## src/rtl/mult8_shift_add_ctrl.sv

```systemverilog
// mult8_shift_add_ctrl: sequential shift-and-add multiplier driving an external combinational adder.
// Define MULT8_EARLY_TERM_EN to finish as soon as no multiplier bits remain.
module mult8_shift_add_ctrl #(
  parameter int N = 8
) (
  input  logic           clk,
  input  logic           rst_n,
  input  logic           start,
  input  logic [N-1:0]   a,
  input  logic [N-1:0]   b,
  output logic           busy,
  output logic           done,
  output logic [2*N-1:0] product,
  output logic [2*N-1:0] add_a,
  output logic [2*N-1:0] add_b,
  output logic           add_cin,
  input  logic [2*N-1:0] add_sum
);
  localparam int CW = $clog2(N) + 1;
  localparam logic [1:0] IDLE = 2'd0;
  localparam logic [1:0] RUN  = 2'd1;
  localparam logic [1:0] DONE = 2'd2;
  logic [1:0]     state_q, state_d;
  logic [2*N-1:0] acc_q, acc_d, mcand_q, mcand_d, product_q, product_d;
  logic [N-1:0]   mplier_q, mplier_d;
  logic [CW-1:0]  cnt_q, cnt_d;
  logic           early, last;
`ifdef MULT8_EARLY_TERM_EN
  assign early = (mplier_q[N-1:1] == '0);
`else
  assign early = 1'b0;
`endif
  assign last = (cnt_q == CW'(N - 1)) || early;
  always_comb begin
    state_d   = state_q;
    acc_d     = acc_q;
    mcand_d   = mcand_q;
    mplier_d  = mplier_q;
    cnt_d     = cnt_q;
    product_d = product_q;
    if (state_q == IDLE && start) begin
      acc_d    = '0;
      mcand_d  = {{N{1'b0}}, a};
      mplier_d = b;
      cnt_d    = '0;
      state_d  = RUN;
    end else if (state_q == RUN) begin
      acc_d    = add_sum;
      mcand_d  = mcand_q << 1;
      mplier_d = mplier_q >> 1;
      cnt_d    = cnt_q + 1'b1;
      product_d = last ? add_sum : product_q;
      state_d   = last ? DONE : RUN;
    end else begin
      state_d = IDLE;
    end
  end
  always_ff @(posedge clk or negedge rst_n) begin
    if (!rst_n) begin
      state_q   <= IDLE;
      acc_q     <= '0;
      mcand_q   <= '0;
      mplier_q  <= '0;
      cnt_q     <= '0;
      product_q <= '0;
    end else begin
      state_q   <= state_d;
      acc_q     <= acc_d;
      mcand_q   <= mcand_d;
      mplier_q  <= mplier_d;
      cnt_q     <= cnt_d;
      product_q <= product_d;
    end
  end
  assign busy    = (state_q == RUN);
  assign done    = (state_q == DONE);
  assign product = product_q;
  assign add_a   = acc_q;
  assign add_b   = (busy && mplier_q[0]) ? mcand_q : '0;
  assign add_cin = 1'b0;
endmodule

```

## config.mk

```make
export PLATFORM = sky130hd
export DESIGN_NAME = mult8_shift_add_ctrl
export DESIGN_NICKNAME = d
export VERILOG_FILES = /design/src/rtl/mult8_shift_add_ctrl.sv
export SDC_FILE = /design/constraint.sdc
export NUM_CORES = 1
export LEC_CHECK = 0
export ABC_AREA = 0
export BUFFER_PORTS_ARGS = -buffer_cell sky130_fd_sc_hd__buf_2
export CORE_ASPECT_RATIO = 1.5
export CORE_MARGIN = 5
export CORE_UTILIZATION = 30
export CTS_CLUSTER_SIZE = 14
export DETAILED_ROUTE_END_ITERATION = 7
export GPL_TIMING_DRIVEN = 0
export PLACE_DENSITY_LB_ADDON = 0.08
export RECOVER_POWER = 100
export SETUP_SLACK_MARGIN = 0.1
export SLEW_MARGIN = 20
export SYNTH_ARGS = -nofsm -noshare
export SYNTH_HDL_FRONTEND = slang
export SYNTH_SLANG_ARGS = --single-unit
```

## constraint.sdc

```tcl
create_clock -name clk -period 1.7 [get_ports clk]
set_clock_uncertainty 0.2 [all_clocks]
set_input_delay 0.34 -clock clk [delete_from_list [all_inputs] [get_ports clk]]
set_output_delay 0.34 -clock clk [all_outputs]
set_load 0.02 [all_outputs]
```

==> Flow_metrics.wiki <==
{| class="wikitable"
! Metric !! Value
|-
| DRC marker count from the first detailed-route iteration || 48
|-
| Cell Rows || 42
|-
| Hold violation total from the final report || 0
|-
| Number of global-route vias before repair || approximately 2,400
|-
| First-pass DRT Iterations || 3
|-
| CP arrival || 1.52 ns
|-
| Net count after synthesis || 259
|-
| Number of cells on the worst reg-to-reg path || 9
|-
| Number of inserted diodes || 0
|-
| Total negative setup slack || -11.05 ns
|-
| HPWL Detailed || 5110 µm
|-
| Count of input and output buffers || 83
|-
| Slew Viols, Final || 0
|-
| Placed Area || between 3000 and 4000 µm²
|-
| RSZ-0062 raised after global routing || yes
|-
| Synthesized instance count || 223
|-
| Kind of critical path || register to primary output
|-
| Status || finished with violations
|-
| Element type at the critical path start || register
|-
| Overall global routing resource usage || 0.149
|-
| Max frequency || 486 MHz
|-
| Critical Path Stages || 7
|-
| Clock slew at reported path FFs || approximately 0.05 ns
|-
| Global route overflow || 0
|-
| Worst setup slack after placement || -0.315 ns
|-
| Distinct cell type count after synthesis || 28
|-
| Max-cap violations || 0
|-
| Area share of the largest cell type after synthesis || 0.573
|-
| CP required || 1.16 ns
|-
| Post-layout minimum cycle time || 2.06 ns
|-
| Cell accounting for the most synthesized area || sky130_fd_sc_hd__dfrtp_1
|-
| Worst path cell trace || buf_6 > nor2b_4 > buf_6 > buf_8 > buf_8 > and3_4 > buf_6
|-
| Top cells by area, synth || sky130_fd_sc_hd__dfrtp_1, sky130_fd_sc_hd__a22o_1, sky130_fd_sc_hd__mux2_4, sky130_fd_sc_hd__nor2b_1, sky130_fd_sc_hd__a22oi_1
|-
| Cell Pwr Density || 1870 nW/µm²
|-
| Cts bufs inserted || 9
|-
| Floorplan die area || 11,100 µm²
|-
| Clk_lat worst skew || approximately 0.32 ns
|-
| Transition time at the pin with the least slew margin || 0.615 ns
|-
| Total chip power || around 7.9 mW
|-
| Kind of cell adding the most delay to the critical path || buffers and inverters
|-
| Avg Cell Area, Syn || 12.1 µm²
|-
| Total number of vias || 2,232
|-
| Final cell area excluding filler cells || 4230 µm²
|-
| Die Width || just under 90 µm
|-
| Initial Util || 0.307
|-
| Class of the tightest hold or removal check || input port to register
|-
| Via density per instance || between 4 and 5
|-
| Reg-to-reg setup timing slack || -0.29 ns
|-
| Placer's final routability congestion estimate || 0.756
|-
| Placeable core region || 8830 µm²
|-
| H-tree Lvls || 3
|-
| Critical Path End || add_b[10]
|-
| Tightest slew margin relative to the limit || 0.590
|-
| End of the worst register-to-register path || product[3]
|-
| Static leakage power || 1.94 nW
|-
| Worst VDD drop || between 0.0008 and 0.0009 V
|-
| Final setup violation count || 43
|-
| Setup slack after layout || -0.359 ns
|-
| Worst Path Max Fanout || 5
|-
| Initial antenna violation count || 0
|-
| Non-filler cells, final || 457
|-
| Register bit total from synthesis || slightly above 60
|-
| Crit. Startpoint || state_q[1]
|-
| Violations in the final reports || negative setup slack
|-
| Fillcell total || 860
|-
| Final net count || 378
|-
| Start of the worst register-to-register path || state_q[1]
|-
| Detailed-route wire length || 7810 µm
|-
| Max clock buf depth || 2
|-
| Post-DRT Antenna Nets || 0
|-
| Worst hold slack across all endpoints || roughly 0.060 ns
|-
| Number of design rule violations left after detail routing || 0
|-
| Detailed-route wire length per cell || 17.1 µm
|-
| Most prevalent standard cell on the critical path || sky130_fd_sc_hd__buf_6
|-
| Cell with the largest stage delay on the worst path || sky130_fd_sc_hd__dfrtp_1
|-
| Die extent in y || 126 µm
|-
| Buf+Inv Stages, Crit Path || 5
|-
| Final Util || 0.479
|-
| Share of layout cells above drive strength 1 || 0.464
|-
| Capturing element type of the critical path || primary output
|-
| Proportion of synthesized chip area in sequential cells || 0.573
|-
| CP max stage delay || 0.38 ns
|-
| Synthesis warning total || 0
|-
| Inst Count DP || 417
|-
| Ports || between 80 and 90
|-
| Global-route wire length before repair || 12,700 µm
|-
| TritonCTS sink count || between 60 and 70
|-
| Area Overhead vs Synth || 56.4%
|-
| Maximum number of pins on one net before global-route repair || 40
|-
| Fin crit share || 1.21
|-
| Root Buffer || sky130_fd_sc_hd__clkbuf_16
|-
| Area of the mapped netlist || 2710 µm²
|-
| Clock tree from TritonCTS || done
|}
-- cell usage in the layout, fill, tap and decap left out, types with 2 or more instances in the layout --
cell and n:
sky130_fd_sc_hd__dfrtp_1 62, sky130_fd_sc_hd__clkbuf_1 34, sky130_fd_sc_hd__buf_2 33, sky130_fd_sc_hd__a22o_1 25, sky130_fd_sc_hd__buf_6 21, sky130_fd_sc_hd__nor2b_1 17
sky130_fd_sc_hd__a21oi_1 17, sky130_fd_sc_hd__mux2_4 16, sky130_fd_sc_hd__o21ai_1 13, sky130_fd_sc_hd__clkbuf_16 12, sky130_fd_sc_hd__a22oi_2 12, sky130_fd_sc_hd__buf_8 11
sky130_fd_sc_hd__buf_4 11, sky130_fd_sc_hd__and3_2 10, sky130_fd_sc_hd__clkbuf_2 9, sky130_fd_sc_hd__and3_4 7, sky130_fd_sc_hd__clkbuf_8 5, sky130_fd_sc_hd__a31oi_1 3
sky130_fd_sc_hd__o21ai_0 3, sky130_fd_sc_hd__nand2_1 3, sky130_fd_sc_hd__clkinv_2 3, sky130_fd_sc_hd__nor2b_4 2, sky130_fd_sc_hd__buf_12 2, sky130_fd_sc_hd__a22oi_1 2
sky130_fd_sc_hd__buf_16 2
-- worst reg2reg max path: cells and delay by family (launching register included) --
kind / cells / cell delay (ns)
buf+inv: 6 / 0.71
flops: 1 / 0.38
mux: 1 / 0.30
simple gates: 2 / 0.28
-- synth_stat cells, drive strengths merged --
library cell  instances
nor2b                19
nand2                 3
o21bai                1
a22o                 25
a22oi                14
nor2                  1
and2b                 1
buf                   9
nand2b                1
dfrtp                62
a31oi                 3
a21oi                18
a41oi                 1
o21ai                16
ha                    1
and3                 17
mux2                 16
inv                   1
nand3                 1
conb                  1
clkbuf               12
-- cells by family after synthesis --
| family | after synthesis | share of synthesized area |
|---|---|---|
| simple gates | 43 | 0.0985 |
| mux | 16 | 0.0791 |
| compound gates | 78 | 0.197 |
| other cells | 1 | 0.00139 |
| fa+ha+maj | 1 | 0.00462 |
| flops | 62 | 0.573 |
| buf+inv | 22 | 0.0462 |
-- what timing repair did --
action / CTS / global route
resized for setup: 106 / 21
hold buffers: 1 / 0
buffers inserted: 15 / 2
hold endpoints to repair: 23 / 0
gates cloned: 4 / 2
setup endpoints to repair: 67 / 79
pin swaps: 2 / 4
-- power breakdown --
part	total [mW]	switching, mW	internal (mW)
clock network	1.82	0.614	1.21
registers	2.57	0.491	2.08
logic	3.51	1.70	1.80
total	7.89	2.81	5.09
-- sequential cells by signal, indices dropped and copies added (netlist names) --
name	count
product	16
cnt_q	4
add_a	16
state_q	2
mplier_q	8
mcand_q	16
-- worst min path at each step --
stage | start | depth (start not counted) | end
after global routing | add_sum[6] | 2 | add_a[6]
after detailed placement | rst_n | 1 | mplier_q[4]
after global placement | cnt_q[3] | 1 | cnt_q[3]
after CTS | add_sum[0] | 2 | add_a[0]
final | add_sum[0] | 2 | add_a[0]
after floorplan | rst_n | 0 | add_a[0]
-- final cells by class --
| cell class | count | area [µm²] | area share |
|---|---|---|---|
| Timing Repair Buffer | 108 | 800 | 0.189 |
| Inverter | 1 | 3.75 | 0.000887 |
| Clock inverter | 4 | 45.0 | 0.0106 |
| Tap cell | 110 | 138 | 0.0325 |
| Buffer | 21 | 240 | 0.0568 |
| Multi-Input combinational cell | 139 | 1200 | 0.283 |
| Sequential cell | 62 | 1550 | 0.367 |
| Clock buffer | 12 | 256 | 0.0606 |
-- metal layers --
layer,share of wire,global-route usage
met1,0.42,0.184
met2,0.52,0.254
met3,0.041,0.0286
met4,0.015,0.0569
met5,0,0
Note: power is estimated with default switching activity, not from simulation.
